===== config.mk =====
export PLATFORM = sky130hd
export DESIGN_NAME = exc_commit_ctrl
export DESIGN_NICKNAME = d
export VERILOG_FILES = /design/src/rtl/exc_commit_ctrl.sv
export SDC_FILE = /design/constraint.sdc
export NUM_CORES = 1
export LEC_CHECK = 0
export ABC_CLOCK_PERIOD_IN_PS = 3000
export BUFFER_PORTS_ARGS = -buffer_cell sky130_fd_sc_hd__buf_2
export CAP_MARGIN = 10
export CELL_PAD_IN_SITES_DETAIL_PLACEMENT = 1
export CELL_PAD_IN_SITES_GLOBAL_PLACEMENT = 2
export CORE_MARGIN = 2
export CORE_UTILIZATION = 20
export DETAILED_ROUTE_END_ITERATION = 6
export PLACE_DENSITY_LB_ADDON = 0.3
export SYNTH_ARGS = -nofsm -noshare
export SYNTH_HDL_FRONTEND = slang
export SYNTH_SLANG_ARGS = --single-unit

===== constraint.sdc =====
create_clock -name clk -period 3 [get_ports clk]
set_clock_uncertainty 0.05 [all_clocks]
set_input_delay 0.3 -clock clk [delete_from_list [all_inputs] [get_ports clk]]
set_output_delay 0.3 -clock clk [all_outputs]
set_load 0.03 [all_outputs]

===== src/rtl/exc_commit_ctrl.sv =====
// Dual-issue commit-stage exception controller.
// Selects the oldest exception, writes CP0, then flushes and redirects fetch.
module exc_commit_ctrl (
  input  logic        clk,
  input  logic        rst,
  input  logic        valid1_i,
  input  logic        valid2_i,
  input  logic [31:0] excepttype1_i,
  input  logic [31:0] excepttype2_i,
  input  logic [31:0] pc1_i,
  input  logic [31:0] pc2_i,
  input  logic        ds1_i,
  input  logic        ds2_i,
  input  logic [31:0] badaddr1_i,
  input  logic [31:0] badaddr2_i,
  input  logic [31:0] status_i,
  input  logic [31:0] cause_i,
  input  logic [31:0] epc_i,
  input  logic        stall_i,
  output logic        exc_valid_o,
  output logic [31:0] exc_type_o,
  output logic [31:0] exc_pc_o,
  output logic [31:0] exc_badaddr_o,
  output logic        exc_ds_o,
  output logic        kill2_o,
  output logic        flush_o,
  output logic        redirect_o,
  output logic [31:0] redirect_pc_o,
  output logic        busy_o
);

  localparam logic [31:0] EXC_VEC = 32'hBFC0_0380;
  localparam logic [31:0] ERET    = 32'h0000_000E;
  localparam logic [31:0] INT     = 32'h0000_0001;

  typedef enum logic [1:0] {
    IDLE     = 2'd0,
    COMMIT   = 2'd1,
    REDIRECT = 2'd2
  } state_t;

  state_t state, state_nxt;

  logic        irq;
  logic [31:0] code1, code2;
  logic        has1, has2, take;
  logic [31:0] sel_type, sel_pc, sel_bad;
  logic        sel_ds;
  logic [31:0] rpc_q, rpc_tgt;
  logic        unused_bits;

  assign unused_bits = ^{cause_i[31:16], cause_i[7:0],
                         status_i[31:16], status_i[7:2]};

  function automatic logic recog(input logic [31:0] c);
    unique case (c)
      32'h1, 32'h4, 32'h5, 32'h8, 32'h9,
      32'hA, 32'hC, 32'hD, 32'hE: recog = 1'b1;
      default:                    recog = 1'b0;
    endcase
  endfunction

  // Interrupt injection and slot priority selection
  always_comb begin
    irq = status_i[0] & ~status_i[1] &
          (|(cause_i[15:8] & status_i[15:8]));
    code1 = (irq && valid1_i) ? INT : excepttype1_i;
    code2 = (irq && !valid1_i && valid2_i) ? INT : excepttype2_i;
    has1 = valid1_i & recog(code1);
    has2 = valid2_i & recog(code2);
    take = (state == IDLE) & ~stall_i & (has1 | has2);
    if (has1) begin
      sel_type = code1;
      sel_pc   = pc1_i;
      sel_ds   = ds1_i;
      sel_bad  = badaddr1_i;
    end else begin
      sel_type = code2;
      sel_pc   = pc2_i;
      sel_ds   = ds2_i;
      sel_bad  = badaddr2_i;
    end
  end

  // State register
  always_ff @(posedge clk) begin
    if (rst) state <= IDLE;
    else     state <= state_nxt;
  end

  // Next-state logic
  always_comb begin
    state_nxt = state;
    unique case (state)
      IDLE:     if (take) state_nxt = COMMIT;
      COMMIT:   state_nxt = REDIRECT;
      REDIRECT: state_nxt = IDLE;
      default:  state_nxt = IDLE;
    endcase
  end

  // Output decode; epc_i is read live in REDIRECT
  always_comb begin
    exc_valid_o   = (state == COMMIT);
    redirect_o    = (state == REDIRECT);
    flush_o       = (state == COMMIT) | (state == REDIRECT);
    busy_o        = (state != IDLE);
    kill2_o       = (state == IDLE) & ~stall_i & has1;
    rpc_tgt       = (exc_type_o == ERET) ? epc_i : EXC_VEC;
    redirect_pc_o = (state == REDIRECT) ? rpc_tgt : rpc_q;
  end

  // Exception record latch on acceptance
  always_ff @(posedge clk) begin
    if (rst) begin
      exc_type_o    <= '0;
      exc_pc_o      <= '0;
      exc_badaddr_o <= '0;
      exc_ds_o      <= 1'b0;
    end else if (take) begin
      exc_type_o    <= sel_type;
      exc_pc_o      <= sel_pc;
      exc_badaddr_o <= sel_bad;
      exc_ds_o      <= sel_ds;
    end
  end

  // Redirect target hold register
  always_ff @(posedge clk) begin
    if (rst)                    rpc_q <= EXC_VEC;
    else if (state == REDIRECT) rpc_q <= rpc_tgt;
  end

endmodule


==> results.cfg <==
[timing]
setup_viol = 0
slew_headroom_pct = 57.1
worst_pin_slew_ns = 0.644
final.setup.tns_ns = 0
hold_viol = 0
max_freq_ghz = 0.358
hold_ws_ns = 0.0801
post-route-period-util_pct = 93.0
grt_setup_unrepaired = no
slew_viol_final = 0
min_period_ns = 2.79

[global_route]
grt_use_met2_pct = 25.7
top_usage_layer = met2
grt_max_degree = 69
grt_antenna_before_repair = 6
grt_pass1_vias = 6130
gr-usage-met1_pct = 18.5
grt_usage_pct = 15.6
gr-total-overflow = 0
met3_usage_pct = 6.60
grt_pass1_wl_mm = 34.6

[synthesis]
netlist_area_um2 = 5460
yosys_most_used_dff = dfxtp_1
synthCells = 658
ys_async_sr_fraction_pct = 0
ys_seq_area_share_pct = 48.1
synth_top_family_by_area = simple AND/OR/NAND/NOR gates
yosys.area_share.simple_pct = 27.8
synthAdderAreaFrac_pct = 0.917
synth-seq-cells = 131
syn_area_per_cell_um2 = 8.29
ys_warn_count = 0
synth_edf_count = 0
synth_compound_area_share_pct = 16.9
synth.area.mux_share_pct = 0.367
synthDistinctLibCells = 34
synth_nets = 957
post_synth_xor_area_fraction_pct = 0

[finish]
multi_input_area_um2 = 2540
instances_no_fill = 1377
drive_above_1_share_pct = 42.9
seq_area_um2 = 2620
final_common_cell = buf_2
final_cell_mix = buf_2, nand2_1, dfxtp_1
layout.nets = 1319
syn_to_final_growth_pct = 52.6
n_fill_cell = 3312

[setup_path]
slowest_stage = or4_4
cp.arrival_ns = 2.44
cp_max_fo = 12
cp.required_ns = 2.65
setup.worst_path.end_class = output pin
worst_setup_path_start_kind = flop
max_stage_delay_ns = 0.59
path_cells = inv_1, ha_1, nor4b_2, nand4_1, or4_4, o22a_1, buf_2
setup.worst_path.class = flop to output pin

[flow_run]
max-cap-violations = 0

[cts]
cts_hold_buf = 0
clock_latency_ns = 0.42
clk_path_buf_depth = 2
cts-root-buf = clkbuf_16
cts-buffers-inserted = 17
cts_max_level = 4
clk_pin_slew_ns = 0.07
cts_tree = built
cts_setup_buffers = 0
clkSinkCount = 131

[routing]
num_vias = 5937
ant_nets = 0
avgRoutedWirePerCell_um = 16.5
via_per_inst = 4.31
wl_mm = 22.7
drc = 0
drtIter0Drc = 180
drt_pass1_iterations = 4

[die]
ios = 429
coreArea_um2 = 26900
fp.dieH_um = 169
die_w_um = 169
die-area_um2 = 28600
start_util_pct = 20.3
rows = 60

[place]
numPortBuffers = 382
post-dp-hpwl_mm = 16.9
gp_congestion = 0.761
dpl.cell_count = 1341

[run_status]
status = finished, final reports clean

[power_and_ir_drop]
power_density_nw_per_um2 = 544
p_leak_nw = 3.88
ir_drop_uv = 282

[min_path]
hp-class = input port to flop
==> report_power, final <==
group	internal (mW)	switching (mW)	leakage [nW]
clock	1.12	0.956	0.284
combinational	0.251	0.384	2.53
sequential	1.79	0.0278	1.06
==> layout make-up <==
type	instances	share of cell area [%]
sequential	131	31.5
multi-input combinational	453	30.5
timing repair buffer	392	24.8
tap	341	5.12
clock buffer	17	5.11
clock inverter	15	1.83
inverter	25	1.13
antenna	3	0.0902
==> registers in the layout, indices dropped and copies added (netlist names) <==
name and cells:
exc_badaddr_o 32, exc_ds_o 1, exc_pc_o 32, exc_type_o 32, rpc_q 32, state 2
==> kinds of logic (layout without fill, tap and decap cells) <==
logic type,count (synthesis),in the layout
AND/OR/NAND/NOR,333,333
other,0,3
flip-flops,131,131
multiplexers,2,2
adder cells (fa/ha/maj),4,4
AO/OA/AOI/OAI,114,114
buffers and inverters,74,449
==> timing repair <==
item                                    in CTS  in global routing
endpoints found under the setup margin      12                 32
pin swaps                                    0                  3
cloned                                       0                  1
gates resized for setup                      1                 14
==> layer usage <==
| layer | share of wire (%) | vias up | wire, um |
|---|---|---|---|
| li1 | - | 2986 | - |
| met1 | 43 | 2702 | 9720 |
| met2 | 47 | 220 | 10600 |
| met3 | 8.8 | 23 | 2000 |
| met4 | 1.4 | 6 | 324 |
| met5 | 0.19 | - | 42 |
==> through the flow <==
stage,total power [mW],worst slack [ns],cell area [um2],util [%]
global route,4.76,0.0404,8320,31.0
floorplan,2.20,0.287,5460,-
detailed placement,2.51,0.298,7690,28.6
finish,4.53,0.210,8330,31.0
global placement,2.50,0.342,7690,28.6
CTS,4.63,0.0400,8270,30.8
==> path summary, 6_finish.rpt <==
check / cells past startpoint / to / slack [ns] / startpoint
max: 7 / redirect_pc_o[26] / 0.21 / state[0]$_SDFFE_PP0P_
min: 3 / exc_badaddr_o[7]$_SDFFE_PP0P_ / 0.08 / badaddr2_i[7]
max reg2reg: 7 / rpc_q[26]$_SDFF_PP1_ / 0.72 / state[0]$_SDFFE_PP0P_
min reg2reg: 1 / exc_type_o[4]$_SDFFE_PP0P_ / 0.43 / exc_type_o[4]$_SDFFE_PP0P_
==> synthesized netlist by cell type, drive strengths merged, types with 2 or more instances <==
cell type / count / area [um2]
nor3: 2 / 10.0
a22oi: 7 / 52.6
a2bb2oi: 2 / 17.5
or3: 2 / 12.5
dfxtp: 131 / 2620
nor4b: 2 / 17.5
or2: 12 / 75.1
nand2: 157 / 589
ha: 4 / 50.1
and2: 30 / 188
nor2b: 20 / 125
inv: 25 / 93.8
nor4: 17 / 106
clkbuf: 31 / 116
mux2i: 2 / 20.0
nand4: 5 / 31.3
nor2: 76 / 285
buf: 18 / 115
o21ai: 21 / 105
a311oi: 65 / 569
nand2b: 6 / 37.5
o22a: 12 / 105
or4: 2 / 18.8
a211oi: 4 / 35.0
==> worst max-delay path: cells and delay by family (launching register included) <==
family	cells	cell delay, ns
adders and majority gates	1	0.17
and+or+nand+nor	3	1.00
DFF	1	0.33
AOI/OAI and AO/OA	1	0.24
buffers and inverters	2	0.29
No activity file was read; power rests on OpenSTA's default activity.
